===== config.mk =====
export PLATFORM = sky130hd
export DESIGN_NAME = vram_cpu_port_queue
export DESIGN_NICKNAME = d
export VERILOG_FILES = /design/src/rtl/vram_port_pkg.sv /design/src/rtl/vram_port_fifo.sv /design/src/rtl/vram_cpu_port_queue.sv
export SDC_FILE = /design/constraint.sdc
export NUM_CORES = 1
export LEC_CHECK = 0
export CAP_MARGIN = 15
export CORE_UTILIZATION = 46
export CTS_BUF_LIST = sky130_fd_sc_hd__clkbuf_4 sky130_fd_sc_hd__clkbuf_8
export CTS_CLUSTER_DIAMETER = 200
export DETAILED_ROUTE_END_ITERATION = 8
export PLACE_DENSITY_LB_ADDON = 0.15
export REMOVE_ABC_BUFFERS = 1
export SLEW_MARGIN = 20
export SYNTH_ARGS = -nofsm -noshare
export SYNTH_HDL_FRONTEND = slang
export SYNTH_HIERARCHICAL = 1
export SYNTH_SLANG_ARGS = --single-unit

===== constraint.sdc =====
create_clock -name CLK21M -period 6 [get_ports CLK21M]
set_input_delay 1.8 -clock CLK21M [delete_from_list [all_inputs] [get_ports CLK21M]]
set_output_delay 1.8 -clock CLK21M [all_outputs]
set_load 0.05 [all_outputs]

===== src/rtl/vram_port_pkg.sv =====
// rtl/vram_port_pkg.sv - shared types for the CPU VRAM port queue
// Purpose: queue entry format, entry kinds and sequencer FSM states.
// Ports: none (package).
package vram_port_pkg;

  localparam int unsigned PAYLOAD_W = 19;

  typedef enum logic [1:0] {
    KIND_WR     = 2'd0,
    KIND_ADDR_W = 2'd1,
    KIND_ADDR_R = 2'd2,
    KIND_RD     = 2'd3
  } entry_kind_t;

  typedef struct packed {
    entry_kind_t            kind;
    logic [PAYLOAD_W-1:0]   payload;
  } vram_entry_t;

  typedef enum logic [1:0] {
    ST_IDLE,
    ST_WAIT_WR,
    ST_WAIT_ADDR,
    ST_WAIT_RD
  } state_t;

  function automatic vram_entry_t make_entry(entry_kind_t kind, logic [PAYLOAD_W-1:0] payload);
    vram_entry_t e;
    e.kind    = kind;
    e.payload = payload;
    return e;
  endfunction

endpackage


===== src/rtl/vram_port_fifo.sv =====
// rtl/vram_port_fifo.sv - synchronous FIFO of vram_entry_t
// Purpose: holds CPU VRAM requests in arrival order.
// Ports:
//   clk_i, rst_i    clock, asynchronous active-high reset
//   push_i/push_data_i  enqueue; ignored when full unless popping in the same cycle
//   pop_i           dequeue head; ignored when empty
//   head_o          current head entry (valid when !empty_o)
//   full_o/empty_o  occupancy flags, derived from registered count
module vram_port_fifo
  import vram_port_pkg::*;
#(
  parameter int FIFO_DEPTH = 4
) (
  input  logic        clk_i,
  input  logic        rst_i,
  input  logic        push_i,
  input  vram_entry_t push_data_i,
  input  logic        pop_i,
  output vram_entry_t head_o,
  output logic        full_o,
  output logic        empty_o
);

  localparam int AW = $clog2(FIFO_DEPTH);

  vram_entry_t   mem_q [FIFO_DEPTH];
  logic [AW-1:0] wr_ptr_q, rd_ptr_q;
  logic [AW:0]   count_q;
  logic          push_en, pop_en;

  assign full_o  = (count_q == (AW+1)'(FIFO_DEPTH));
  assign empty_o = (count_q == '0);
  assign pop_en  = pop_i && !empty_o;
  // A pop frees a slot in the same edge, so a full FIFO may still accept.
  assign push_en = push_i && (!full_o || pop_en);
  assign head_o  = mem_q[rd_ptr_q];

  always_ff @(posedge clk_i) begin
    if (push_en) begin
      mem_q[wr_ptr_q] <= push_data_i;
    end
  end

  always_ff @(posedge clk_i or posedge rst_i) begin
    if (rst_i) begin
      wr_ptr_q <= '0;
      rd_ptr_q <= '0;
      count_q  <= '0;
    end else begin
      if (push_en) wr_ptr_q <= wr_ptr_q + AW'(1);
      if (pop_en)  rd_ptr_q <= rd_ptr_q + AW'(1);
      case ({push_en, pop_en})
        2'b10:   count_q <= count_q + (AW+1)'(1);
        2'b01:   count_q <= count_q - (AW+1)'(1);
        default: count_q <= count_q;
      endcase
    end
  end

endmodule


===== src/rtl/vram_cpu_port_queue.sv =====
// rtl/vram_cpu_port_queue.sv - CPU VRAM request queue and toggle-handshake sequencer
// Purpose: buffers CPU writes, address sets and read-ahead requests and issues
//   them in order to the VRAM arbiter; holds the read-ahead byte for port #0.
// Ports:
//   CLK21M, RESET                clock, asynchronous active-high reset
//   cpu_wr_stb/cpu_wr_data       CPU VRAM write
//   cpu_rd_stb                   CPU consumed read-ahead byte
//   cpu_addr_stb/cpu_addr/cpu_addr_read  CPU address set
//   VDPVRAM*ACK                  arbiter ack toggles
//   vram_rd_valid/vram_rd_data   read byte from arbiter
//   VDPVRAM*REQ                  request toggles
//   VDPVRAMACCESSDATA/ADDRTMP    payload for the outstanding request
//   cpu_rd_data                  read-ahead byte
//   queue_full, busy, overflow   status (overflow is sticky until reset)
module vram_cpu_port_queue
  import vram_port_pkg::*;
#(
  parameter int FIFO_DEPTH = 4
) (
  input  logic        CLK21M,
  input  logic        RESET,
  input  logic        cpu_wr_stb,
  input  logic [7:0]  cpu_wr_data,
  input  logic        cpu_rd_stb,
  input  logic        cpu_addr_stb,
  input  logic [18:0] cpu_addr,
  input  logic        cpu_addr_read,
  input  logic        VDPVRAMWRACK,
  input  logic        VDPVRAMRDACK,
  input  logic        VDPVRAMADDRSETACK,
  input  logic        vram_rd_valid,
  input  logic [7:0]  vram_rd_data,
  output logic        VDPVRAMWRREQ,
  output logic        VDPVRAMRDREQ,
  output logic        VDPVRAMADDRSETREQ,
  output logic [7:0]  VDPVRAMACCESSDATA,
  output logic [18:0] VDPVRAMACCESSADDRTMP,
  output logic [7:0]  cpu_rd_data,
  output logic        queue_full,
  output logic        busy,
  output logic        overflow
);

  state_t      state_q;
  logic        wrreq_q, rdreq_q, addrsetreq_q;
  logic [7:0]  data_q;
  logic [18:0] addrtmp_q;
  logic [7:0]  rd_data_q;
  logic        overflow_q, overflow_d;

  vram_entry_t push_entry, head;
  logic        push_valid, pop, fifo_full, fifo_empty;
  logic        drop_coincident, drop_full;

  // Priority addr > wr > rd; every lower-priority strobe in the same cycle is lost.
  always_comb begin
    push_entry      = make_entry(KIND_WR, '0);
    push_valid      = cpu_addr_stb || cpu_wr_stb || cpu_rd_stb;
    drop_coincident = (cpu_addr_stb && cpu_wr_stb) || ((cpu_addr_stb || cpu_wr_stb) && cpu_rd_stb);
    if (cpu_addr_stb) begin
      push_entry = make_entry(cpu_addr_read ? KIND_ADDR_R : KIND_ADDR_W, cpu_addr);
    end else if (cpu_wr_stb) begin
      push_entry = make_entry(KIND_WR, {11'd0, cpu_wr_data});
    end else if (cpu_rd_stb) begin
      push_entry = make_entry(KIND_RD, '0);
    end
  end

  assign pop        = (state_q == ST_IDLE) && !fifo_empty;
  assign drop_full  = push_valid && fifo_full && !pop;
  assign overflow_d = overflow_q || drop_coincident || drop_full;

  vram_port_fifo #(.FIFO_DEPTH(FIFO_DEPTH)) u_fifo (
    .clk_i       (CLK21M),
    .rst_i       (RESET),
    .push_i      (push_valid),
    .push_data_i (push_entry),
    .pop_i       (pop),
    .head_o      (head),
    .full_o      (fifo_full),
    .empty_o     (fifo_empty)
  );

  always_ff @(posedge CLK21M or posedge RESET) begin
    if (RESET) begin
      state_q      <= ST_IDLE;
      wrreq_q      <= 1'b0;
      rdreq_q      <= 1'b0;
      addrsetreq_q <= 1'b0;
      data_q       <= '0;
      addrtmp_q    <= '0;
    end else begin
      case (state_q)
        ST_IDLE: begin
          if (!fifo_empty) begin
            case (head.kind)
              KIND_WR: begin
                data_q  <= head.payload[7:0];
                wrreq_q <= ~wrreq_q;
                state_q <= ST_WAIT_WR;
              end
              KIND_ADDR_W: begin
                addrtmp_q    <= head.payload;
                addrsetreq_q <= ~addrsetreq_q;
                state_q      <= ST_WAIT_ADDR;
              end
              KIND_ADDR_R: begin
                // The arbiter performs the address set inside its read slot,
                // so completion is tracked on the read toggle pair alone.
                addrtmp_q    <= head.payload;
                addrsetreq_q <= ~addrsetreq_q;
                rdreq_q      <= ~rdreq_q;
                state_q      <= ST_WAIT_RD;
              end
              KIND_RD: begin
                rdreq_q <= ~rdreq_q;
                state_q <= ST_WAIT_RD;
              end
            endcase
          end
        end
        ST_WAIT_WR:   if (wrreq_q == VDPVRAMWRACK) state_q <= ST_IDLE;
        ST_WAIT_ADDR: if (addrsetreq_q == VDPVRAMADDRSETACK) state_q <= ST_IDLE;
        ST_WAIT_RD:   if (rdreq_q == VDPVRAMRDACK) state_q <= ST_IDLE;
      endcase
    end
  end

  always_ff @(posedge CLK21M or posedge RESET) begin
    if (RESET) begin
      rd_data_q  <= '0;
      overflow_q <= 1'b0;
    end else begin
      if (vram_rd_valid) rd_data_q <= vram_rd_data;
      overflow_q <= overflow_d;
    end
  end

  assign VDPVRAMWRREQ         = wrreq_q;
  assign VDPVRAMRDREQ         = rdreq_q;
  assign VDPVRAMADDRSETREQ    = addrsetreq_q;
  assign VDPVRAMACCESSDATA    = data_q;
  assign VDPVRAMACCESSADDRTMP = addrtmp_q;
  assign cpu_rd_data          = rd_data_q;
  assign queue_full           = fifo_full;
  assign busy                 = !fifo_empty || (state_q != ST_IDLE);
  assign overflow             = overflow_q;

endmodule


; Yosys cells after proc, flatten, opt, wreduce, memory -nomap -nowiden
; Memories as Yosys holds them, arrays and structs flattened.
; Index checks and enable logic that the tools add are counted.
[word_totals]
ram_bits = 84
wordCells = 77
output_inout_bits = 41
reg_bits = 48
inputBits = 45
memories = 1
[op_classes]
bitwise = 4
addsub = 4
eq_ne = 16
reduce_logical = 28
n_mux = 13
[mem_list]
columns = name, words, word_bits, read_ports, rd_clocked_by_memory_dff, write_ports, line
row1 = u_fifo.mem_q, 4, 21, 1, 0, 1, vram_port_fifo.sv:26  ; vram_entry_t mem_q [FIFO_DEPTH];
[op_table]
columns = cell, count
row1 = $mux 21, 3
row2 = $eq 2x2->1 const B, 5
row3 = $mux 2, 5
row4 = $reduce_and 3->1, 3
row5 = $ne 2x2->1 const B, 4
row6 = $pmux 2 s4, 1
row7 = $logic_and 1x1->1, 7
row8 = $logic_or 1x1->1, 7
row9 = $eq 2x1->1 const B, 3
row10 = $pmux 2 s3, 1
row11 = $pmux 3 s2, 1
row12 = $add 2x1->2 const B, 2
row13 = $logic_not 2->1, 2
row14 = $not 1->1, 4
row15 = $reduce_and 4->1, 1
row16 = $reduce_bool 2->1, 2
row17 = $reduce_or 2->1, 2
row18 = $add 3x1->3 const B, 1
row19 = $eq 1x1->1, 3
row20 = $eq 3x3->1 const B, 1
row21 = $logic_not 1->1, 3
row22 = $logic_not 3->1, 1
row23 = $sub 3x1->3 const B, 1
row24 = $mux 1, 2

; Longest topological paths before layout
; Gate-level depths: netlist of the first run.
[logic_depth]
ltp_word = 8
mapped_depth = 9
ltp_nobuf = 8

; Modules after synthesis
; Netlist of the first run, hierarchy kept.
[by_module_without_submodules]
columns = mod, area_each_um2, cells_each, seq_area_each_um2, n_inst
row1 = vram_port_fifo, 3542.1, 164, 2697.6, 1
row2 = vram_cpu_port_queue, 1988.2, 140, 1026.0, 1

; Worst setup path after synthesis of the first run
; Ideal clock, no wire load.
[synth_path]
kind = input to register
from = input port cpu_addr_stb
to = register u_fifo.count_q[2]
t_arrival_ns = 3.444
path_slack_ns = 2.424
required_time_ns = 5.868
setup_ns = 0.132
cell_stages = 7
cell_sequence = or3_1 -> buf_2 -> or2_2 -> fa_1 -> nand2b_1 -> o221ai_1 -> nand3_1
[synth_via]
elab_chain_len = 5
[synth_lines]
columns = item, line
row1 = from (decl), vram_cpu_port_queue.sv:25  ; input logic cpu_addr_stb,
row2 = $logic_or 1x1->1 * (2 in a row), vram_cpu_port_queue.sv:58  ; push_valid = cpu_addr_stb || cpu_wr_stb || cpu_rd_stb;
row3 = $logic_and 1x1->1 *, vram_port_fifo.sv:35  ; assign push_en = push_i && (!full_o || pop_en);
row4 = $eq 2x1->1 / $eq 2x2->1 (equally long branches), vram_port_fifo.sv:52  ; case ({push_en, pop_en})
row5 = $pmux 3 s2 / $reduce_bool 2->1 (equally long branches), -
row6 = to (signal assigned), vram_port_fifo.sv:53  ; 2'b10: count_q <= count_q + (AW+1)'(1);
row7 = to (signal assigned), vram_port_fifo.sv:54  ; 2'b01: count_q <= count_q - (AW+1)'(1);
row8 = to (signal assigned), vram_port_fifo.sv:55  ; default: count_q <= count_q;
row9 = to (decl), vram_port_fifo.sv:28  ; logic [AW:0] count_q;
; Every way passes the cells marked *; elsewhere a longest branch is shown, timed or not.
; A chain may end at the register's enable or synchronous reset.

; Worst setup path after layout of the first run
[layout_path]
from = register u_fifo.count_q[0]
to = output port queue_full
[layout_via]
elab_chain_len = 1
[layout_lines]
columns = item, line
row1 = $eq 3x3->1, vram_port_fifo.sv:31  ; assign full_o = (count_q == (AW+1)'(FIFO_DEPTH));
row2 = to (decl), vram_cpu_port_queue.sv:39  ; output logic queue_full,
; Every way passes these cells.

==> results of run 1 <==
-- sequential cells by signal, indices dropped and copies added, names as in the netlist, 2 cells and up --
| register | count |
|---|---|
| VDPVRAMACCESSADDRTMP | 19 |
| VDPVRAMACCESSDATA | 8 |
| cpu_rd_data | 8 |
| state_q | 2 |
| u_fifo/count_q | 3 |
| u_fifo/mem_q | 84 |
| u_fifo/rd_ptr_q | 2 |
| u_fifo/wr_ptr_q | 2 |
-- kinds of logic (layout without fill, tap and decap cells) --
logic type | after synthesis | after routing | share of synthesized area (%)
AOI/OAI and AO/OA | 26 | 26 | 3.57
adders and majority gates | 9 | 9 | 2.17
DFF | 132 | 132 | 67.3
muxes | 57 | 57 | 17.8
and+or+nand+nor | 44 | 44 | 4.75
xor gates and xnor gates | 11 | 11 | 1.74
buffers and inverters | 25 | 130 | 2.65
-- cell usage in the layout (no fill, tap or decap), drive strengths merged, types with 3 or more instances in the layout --
cell	instances
clkbuf	17
nor3	4
xnor2	5
edfxtp	84
o21ai	5
clkdlybuf4s50	85
nor2	6
clkinv	8
a22o	8
inv	16
and2	17
dfrtp	48
a21oi	3
xor2	6
ha	8
nand2	6
mux2	36
mux4	21
-- worst register-to-register path: stages, from the launching register on --
cell and delay (ns):
dfrtp_2 0.89, mux4_2 0.65, inv_1 0.11, ha_1 0.16, and2_1 0.52, mux2_4 0.36
-- final timing paths --
check,to,slack (ns),cells after the start
setup reg to reg,VDPVRAMACCESSDATA[5],3.22,5
hold / removal,overflow,0.50,1
setup / recovery,queue_full,1.96,3
min in group asynchronous,u_fifo/count_q[0],1.66,2
max in group asynchronous,VDPVRAMACCESSADDRTMP[15],3.53,2
hold reg to reg,overflow,0.50,1
-- cell usage after synthesis, types with 3 or more instances --
cell / instances
and2_2: 4
o21ai_0: 5
mux4_2: 21
mux2_2: 8
dfrtp_1: 48
mux2_4: 28
edfxtp_1: 84
and2_1: 12
nor3_1: 3
a21oi_1: 3
clkbuf_1: 4
a22o_1: 8
ha_1: 8
xnor2_1: 5
nor2_1: 6
inv_1: 11
nand2_1: 6
xor2_1: 6
buf_2: 4
-- area by class of cell --
type / count / area (sq um) / area share, %
Multi-Input combinational cell: 147 / 1660 / 24.3
Clock buffer: 17 / 234 / 3.42
Sequential cell: 132 / 3720 / 54.5
Clock inverter: 15 / 129 / 1.89
Inverter: 11 / 41.3 / 0.604
Timing Repair Buffer: 87 / 866 / 12.7
Tap cell: 143 / 179 / 2.62
-- routing by layer --
metal  wire length (microns)  part of all wire (%)  vias to the layer above  GRT usage [%]
met5                       0                     0                        -              0
met4                     167                   1.7                        0           8.38
met3                     405                   4.2                       13           4.30
met2                    4650                    48                       70           25.6
met1                    4370                    46                     1496           22.6
li1                        -                     -                     1335              -
-- metrics by stage --
| step | util [%] | hold slack [ns] | worst slack, ns |
|---|---|---|---|
| 6_report | 59.1 | 0.499 | 1.96 |
| 5_1_grt | 59.1 | 0.514 | 1.89 |
| 4_1_cts | 59.1 | 0.500 | 1.91 |
| 3_5_place_dp | 56.0 | 0.479 | 1.61 |
| 3_3_place_gp | 56.0 | 0.480 | 1.68 |
| 2_1_floorplan | - | 0.524 | 2.40 |
-- where the power goes --
| part | switching [W] | internal (W) |
|---|---|---|
| clock network | 0.000347 | 0.000329 |
| registers | 0.000227 | 0.00136 |
| logic | 0.000910 | 0.000799 |
==> summary.md, run 1 <==
| Metric | Value |
|---|---|
| Mapped cell area | 5530 sq um |
| Max frequency | 248 MHz |
| Initial DRC count | 121 |
| RSZ-0062 raised after global routing | no |
| Max_slew headroom | 28.3% |
| Die W | 112 microns |
| Fin. Hold Viols | 0 |
| Primary FF master, synth | edfxtp_1 |
| Initial core utilization | 47.8% |
| Worst Tran Pin Value | 1.08 ns |
| Final min period | 4.04 ns |
| Critical path origin | u_fifo/count_q[0] |
| Ratio of final minimum period to clock period | 67.3% |
| Final std cell area, no fill | 6830 sq um |
| Vias in the first global route | 2905 |
| Synthesized flop and latch total | 132 |
| Hold crit path type | reg2reg |
| Insertion delay to the later sink of the worst-skew pair | 0.43 ns |
| Max IR drop VDD | 371 uV |
| Final Setup Violations | 0 |
| Critical path capture point type | output pin |
| RePlAce Congestion | 0.673 |
| Worst Path Class, Setup | reg2out |
| Final setup TNS | 0 ns |
| Failing checks | DRC |
| Leading area contributor after synthesis | edfxtp_1 |
| HP Start | overflow |
| Launching point of the worst reg2reg path | u_fifo/rd_ptr_q[0] |
| Post-synthesis async set-or-reset flop share | 36.4% |
| CTS Hold Bufs | 0 |
| Worst-path clk slew | 0.07 ns |
| Clock tree buffer depth | 2 |
| GRT overflow | 0 |
| Area delta synth->final | 23.6% |
| Die Height | 112 microns |
| H-tree lvl count | 4 |
| Cell leakage power | 2.61 nW |
| Pwr Total | 0.00397 W |
| GRT Total Usage | 16.8% |
| Post-CTS Setup Bufs | 0 |
| Final Skew | 0.0145 ns |
| I/O pin count | 86 |
| Crit path DAT | 2.24 ns |
| CP max FO | 7 |
| CTS root buffer | clkbuf_8 |
| DIE AREA | 12500 sq um |
| Worst path top cell family by delay | buffers and inverters |
| Final nets | 450 |
| Fraction of layout cells with a size suffix above 1 | 25.2% |
| Largest net degree at the start of global routing | 42 |
| CTS buffer count | 17 |
| Worst path max stage delay | 0.80 ns |
| Hpwl dp | 6060 microns |
| Number of flops mapped to enable cells by yosys | 84 |
| Share of the synthesized area in the top cell type | 45.6% |
| Clock Sink Count | 132 |
| Non-filler cells, final | 552 |
| TritonCTS clock tree | built |
| Buffers on Ports | 85 |
| First-pass GRT wire length | 15500 microns |
| Gate Count Post-Synth | 304 |
| Drt wl/cell | 17.4 microns |
| CP Buf/Inv Count | 2 |
| Total wire length | 9600 microns |
| Total of max-cap violations | 0 |
| Critical path's slowest cell | clkdlybuf4s50_1 |
| Fillcell total | 897 |
| YS warnings | 6 |
| Crit-path cells | or3b_1, inv_1, clkdlybuf4s50_1 |
| Via count | 2914 |
| Pwr Density | 581 nW/um^2 |
| Status | finished with violations |
| Final ANT Viol Nets | 0 |
| Post-Place Cells | 520 |
| Num rows | 39 |
| Antenna violations before repair | 0 |
| Cell variety after synth | 42 |
| DRT Pass-1 Iters | 8 |
| Post-DP Area | 6470 sq um |
| Worst EP required | 4.20 ns |
| Ranking of synthesized cells by area | edfxtp_1 (46%), dfrtp_1 (22%), mux4_2 (8.6%) |
| Vias/cell | 5.28 |
| Resized cells post-CTS | 0 |
| Syn_area_per_cell | 18.2 sq um |
| Ant. Diodes | 0 |
| Core box area | 11600 sq um |
| Drt drc | 6 |
| CP startpoint kind | flop |
| Seq/Total Area, Yosys | 67.3% |
| Fin. max-slew vios | 0 |
(Power assumes the default switching activity.)
==> run 2: changes to the inputs <==
Clock period 6 ns to 3.8 ns, I/O delays scaled along.
==> run 2 against run 1 <==
Compared with the run above: critical endpoint unchanged; non-clock buffer count up 4; the run still ends with DRC left; sequential share of layout area down 0.15 points; setup slack worse by 1.5 ns; die area unchanged; total power up 59%; first-iteration DRC count up 17%.
==> summary.md, run 2 (same netlist as run 1, synthesis figures left out) <==
| Metric | Value |
|---|---|
| Status | finished with violations |
| Failing checks | DRC |
| TritonCTS clock tree | built |
| Ant. Diodes | 0 |
| CP endpoint | queue_full |
| Final hold slack | 0.488 ns |
| Worst path max stage delay | 0.80 ns |
| CP max FO | 7 |
| Final ANT Viol Nets | 0 |
| Clock tree buffer depth | 2 |
| Launching point of the worst reg2reg path | u_fifo/count_q[0] |
| Hold crit path type | reg2reg |
| Cell leakage power | 2.59 nW |
| Drt wl/cell | 18.8 microns |
| Resized cells post-CTS | 0 |
| Register bank with the most flops | u_fifo/mem_q |
| Switching power | 0.00237 W |
| Worst path top cell family by delay | buffers and inverters |
| Largest net degree at the start of global routing | 42 |
| Commonest cells after routing, fill and taps aside | clkdlybuf4s50_1 (85), edfxtp_1 (84), dfrtp_1 (47) |
| Fin. max-slew vios | 0 |
| Number of flip-flops in the largest register | 84 |
| Vias in the first global route | 3083 |
| CP Buf/Inv Count | 2 |
| Most common cell after layout, fill and taps aside | clkdlybuf4s50_1 |
| Max_slew headroom | 40.6% |
| CP startpoint kind | flop |
| R2r setup slk | 1.28 ns |
| Die Height | 112 microns |
| Num rows | 39 |
| Ratio of final minimum period to clock period | 88.1% |
| Crit path DAT | 2.21 ns |
| Post-layout utilization of the core | 59.3% |
| Via count | 2916 |
| Critical path's slowest cell | clkdlybuf4s50_1 |
| Reg2Reg Depth | 10 |
| Fraction of layout cells with a size suffix above 1 | 24.9% |
| Initial DRC count | 141 |
| WP depth | 3 |
| Crit-path cells | or3b_1, inv_1, clkdlybuf4s50_1 |
| Non-filler cells, final | 556 |
| Final Setup Violations | 0 |
| Final nets | 454 |
| Final Skew | 0.00661 ns |
| Worst-path clk slew | 0.07 ns |
| RR Endpoint | u_fifo/count_q[1] |
| Pint | 0.00393 W |
| Post-Place Cells | 524 |
| First-pass GRT wire length | 16700 microns |
| Worst Tran Pin Value | 0.890 ns |
| Core box area | 11600 sq um |
| Total of max-cap violations | 0 |
| Initial core utilization | 47.8% |
| Sw Ratio | 37.6% |
| CTS Hold Bufs | 0 |
| GRT Total Usage | 18.3% |
| Worst Path Class, Setup | reg2out |
| Buffers on Ports | 85 |
| Vias/cell | 5.24 |
| Die W | 112 microns |
| Drt drc | 6 |
| H-tree lvl count | 4 |
| RePlAce Congestion | 0.728 |
| Critical path origin | u_fifo/count_q[0] |
| CTS buffer count | 17 |
| RSZ-0062 raised after global routing | no |
| Seq pwr share | 38.5% |
| Insertion delay to the later sink of the worst-skew pair | 0.43 ns |
| CTS root buffer | clkbuf_8 |
| Area delta synth->final | 23.9% |
| GRT overflow | 0 |
| Total wire length | 10400 microns |
| Clock Sink Count | 132 |
| Combinational share of power | 45.0% |
| DIE AREA | 12500 sq um |
| Final setup TNS | 0 ns |
| I/O pin count | 86 |
| Critical path capture point type | output pin |
| Worst EP required | 2.66 ns |
| Fin. Hold Viols | 0 |
| Antenna violations before repair | 0 |
| Final min period | 3.35 ns |
| DRT Pass-1 Iters | 9 |
| Hpwl dp | 6700 microns |
| Clock power frac | 16.5% |
| Max frequency | 299 MHz |
| Max IR drop VDD | 346 uV |
| Pwr Density | 919 nW/um^2 |
| Post-CTS Setup Bufs | 0 |
==> run 2: changes by cell type in the layout (fill, tap and decap cells not counted), moves of 3 or more <==
cell        change
clkinvlp_4      +5
inv_4           -3
clkinv_1        +4
buf_4           +4
==> run 2: worst min path at each step <==
stage,startpoint,to,slack (ns),cells after the start
after global routing,overflow,overflow,0.50,1
after CTS,overflow,overflow,0.49,1
after global placement,overflow,overflow,0.46,1
final,overflow,overflow,0.49,1
after floorplan,u_fifo/count_q[0],u_fifo/count_q[0],0.52,1
after detailed placement,overflow,overflow,0.47,1
==> run 2: metrics by stage <==
stage | worst slack (ns) | cell area [sq um] | power [W]
global placement | 0.453 | 6500 | 0.00526
floorplan | 0.860 | 5430 | 0.00444
global route | 0.363 | 6850 | 0.00664
finish | 0.451 | 6850 | 0.00630
CTS | 0.414 | 6850 | 0.00637
detailed placement | 0.406 | 6500 | 0.00532
==> run 2: per-layer routing <==
layer  share of wire, %  vias to the layer above  GRT usage, %
met3                3.6                       12          4.35
met4                1.4                        0          8.11
met1                 45                     1489          22.9
met2                 50                       69          30.5
li1                   -                     1346             -
met5                  0                        -             0
==> run 2: power by group through the flow <==
stage               clock (W)  combinational (W)  sequential [W]
floorplan                   0            0.00142         0.00303
detailed placement          0            0.00287         0.00246
global placement            0            0.00282         0.00243
CTS                   0.00107            0.00287         0.00243
finish                0.00104            0.00283         0.00242
global route          0.00114            0.00301         0.00249
==> run 2: final cells by class <==
| type | instances | area [sq um] |
|---|---|---|
| well taps | 143 | 179 |
| clock buffers | 17 | 234 |
| inverters | 11 | 41.3 |
| multi-input cells | 147 | 1660 |
| fillers | 908 | 4710 |
| flip-flops and latches | 132 | 3720 |
| repair buffers | 91 | 896 |
| clock inverters | 15 | 118 |
==> RTL change: new RTL, flow settings as in run 2 <==
`FIFO_DEPTH` is set to 4 in 2 places; all go to 8.
--- a/src/rtl/vram_port_fifo.sv
+++ b/src/rtl/vram_port_fifo.sv
@@ -10,5 +10,5 @@
   import vram_port_pkg::*;
 #(
-  parameter int FIFO_DEPTH = 4
+  parameter int FIFO_DEPTH = 8
 ) (
   input  logic        clk_i,
--- a/src/rtl/vram_cpu_port_queue.sv
+++ b/src/rtl/vram_cpu_port_queue.sv
@@ -16,5 +16,5 @@
   import vram_port_pkg::*;
 #(
-  parameter int FIFO_DEPTH = 4
+  parameter int FIFO_DEPTH = 8
 ) (
   input  logic        CLK21M,
Formal check against the unedited RTL: not equivalent (a bounded check fails within 10 cycles, from zero or initial values and one cycle with RESET high).
==> RTL change against run 2 <==
Worst setup slack got worse by 0.34 ns; combinational power rose by 37%; critical endpoint unchanged; non-clock buffer count rose by 18; clock skew rose by 0.010 ns; design area rose by 61%; global-route usage fell by 0.12 points; sequential share of layout area rose by 2.9 points; area after synthesis rose by 64%; sequential cell count rose by 87; routed wire length rose by 67%; total power rose by 52%; largest power group unchanged; count of clock-buffer cells in the layout rose by 34; via count rose by 55%.
==> RTL change: results (changes against run 2) <==
| Metric | Value |
|---|---|
| Synth cell types | 41 (-2.4%) |
| Worst-Margin Slew | 0.783 ns (-0.107 ns) |
| EDFF count, synth | 168 (+100%) |
| All-Layer GR Usage | 18.2% (-0.12 points) |
| Top cells by count, synth | edfxtp_1 (168), dfrtp_1 (51), mux2_2 (31) |
| Critical Path AT | 2.55 ns (+0.34 ns) |
| CP peak stage delay | 0.84 ns (+0.04 ns) |
| HPWL Detailed | 10800 um (+62%) |
| Asr flop ratio synth | 23.3% (-13 points) |
| CTS max path bufs | 3 (+1) |
| Initial antenna violation count | 1 (+1) |
| Met2 global-route usage | 30.7% (+0.16 points) |
| Layout cells sized above 1 | 28.9% (+4.0 points) |
| Ranking of synthesized cells by area | edfxtp_1 (56%), dfrtp_1 (14%), mux4_1 (7.2%), mux2_4 (4.6%), mux4_2 (4.2%) |
| DR WL met2 | 8570 um (+63%) |
| Wire length on met3 | 1010 um (+170%) |
| First-pass GRT wire length | 27000 um (+61%) |
| GR Util met1 | 23.5% (+0.64 points) |
| Number of global-route vias before repair | 4785 (+55%) |
| Htree depth | 2 (-2) |
| Yosys warning count | 6 (unchanged) |
| Status | complete, no violations |
| Wirelength, routed | 17400 um (+67%) |
| Register area share after synthesis | 69.6% (+2.3 points) |
| Pre-CTS setup slack | 0.0389 ns (-0.367 ns) |
| GPL Wtd Cong | 0.740 (+1.7%) |
| CTS Buf Count | 37 (+20) |
| VDD IR max | 0.492 mV (+42%) |
| Clk_skew | 0.0169 ns (+0.0103 ns) |
| Pleak | 4.08 nW (+57%) |
| Worst-path fanout max | 9 (+2) |
| Largest net degree at the start of global routing | 34 (-19%) |
| 1st-pass router iterations | 4 (-5) |
| Placed instance area | 10300 um^2 (+59%) |
| Nets@finish | 636 (+40%) |
| Max reg flops | 168 (+100%) |
| DR iter-0 viols | 222 (+57%) |
| Routed metal-1 wirelength | 7550 um (+63%) |
| Clk slew on worst S/H paths | 0.05 ns (-0.02 ns) |
| Top Layer Used | met4 |
| Met3 usage | 4.00% (-0.35 points) |
| DR vias | 4526 (+55%) |
| Worst skew pair latency | 0.52 ns (+0.09 ns) |
| Min-delay worst type | reg -> reg |
| Largest Register | u_fifo/mem_q |
| Root Driver | clkbuf_8 |
-- RTL change: path summary, 6_finish.rpt --
path,start,endpoint,slack (ns),cells after the start
worst min-delay path,overflow$_DFF_PP0_,overflow$_DFF_PP0_,0.48,1
worst min register to register,overflow$_DFF_PP0_,overflow$_DFF_PP0_,0.48,1
worst max-delay path,u_fifo/count_q[0]$_DFFE_PP0P_,queue_full,0.11,3
max in group asynchronous,RESET,state_q[1]$_DFFE_PP0P_,2.09,3
worst max register to register,u_fifo/count_q[1]$_DFFE_PP0P_,u_fifo/count_q[3]$_DFFE_PP0P_,0.75,11
min in group asynchronous,RESET,VDPVRAMACCESSADDRTMP[8]$_DFFE_PP0P_,0.93,2
-- RTL change: area by class of cell --
class,count,area (um^2)
clock buffers,51,621
diodes,1,2.50
well taps,265,332
repair buffers,109,1060
clock inverters,14,93.8
inverters,10,37.5
flip-flops and latches,219,6320
multi-input cells,205,2580
fillers,1540,8350
-- RTL change: stage by stage --
stage          instances  power, mW
3_3_place_gp         808       7.58
2_1_floorplan        434       6.43
3_5_place_dp         808       7.67
6_report             874       9.60
4_1_cts              873       9.75
5_1_grt              873       10.1
-- RTL change: where the power goes --
part           internal, mW  switching [mW]  total, mW
sequential             3.35           0.330       3.68
clock                  1.13           0.902       2.03
combinational          1.84            2.04       3.88
total                  6.32            3.27       9.60
-- RTL change: cells by family (layout without fill, tap and decap cells) --
family	count (synthesis)	count (layout)	synth area share (%)
other cells	0	1	0
xor+xnor	12	12	1.16
fa+ha+maj	9	9	1.32
buf+inv	31	184	2.25
flops	219	219	69.6
mux	103	103	20.2
simple gates	56	56	3.25
compound gates	25	25	2.22
-- RTL change: what timing repair did --
action,in CTS,in global routing
pin swaps,0,0
endpoints found under the setup margin,1,1
gates resized for setup,1,1
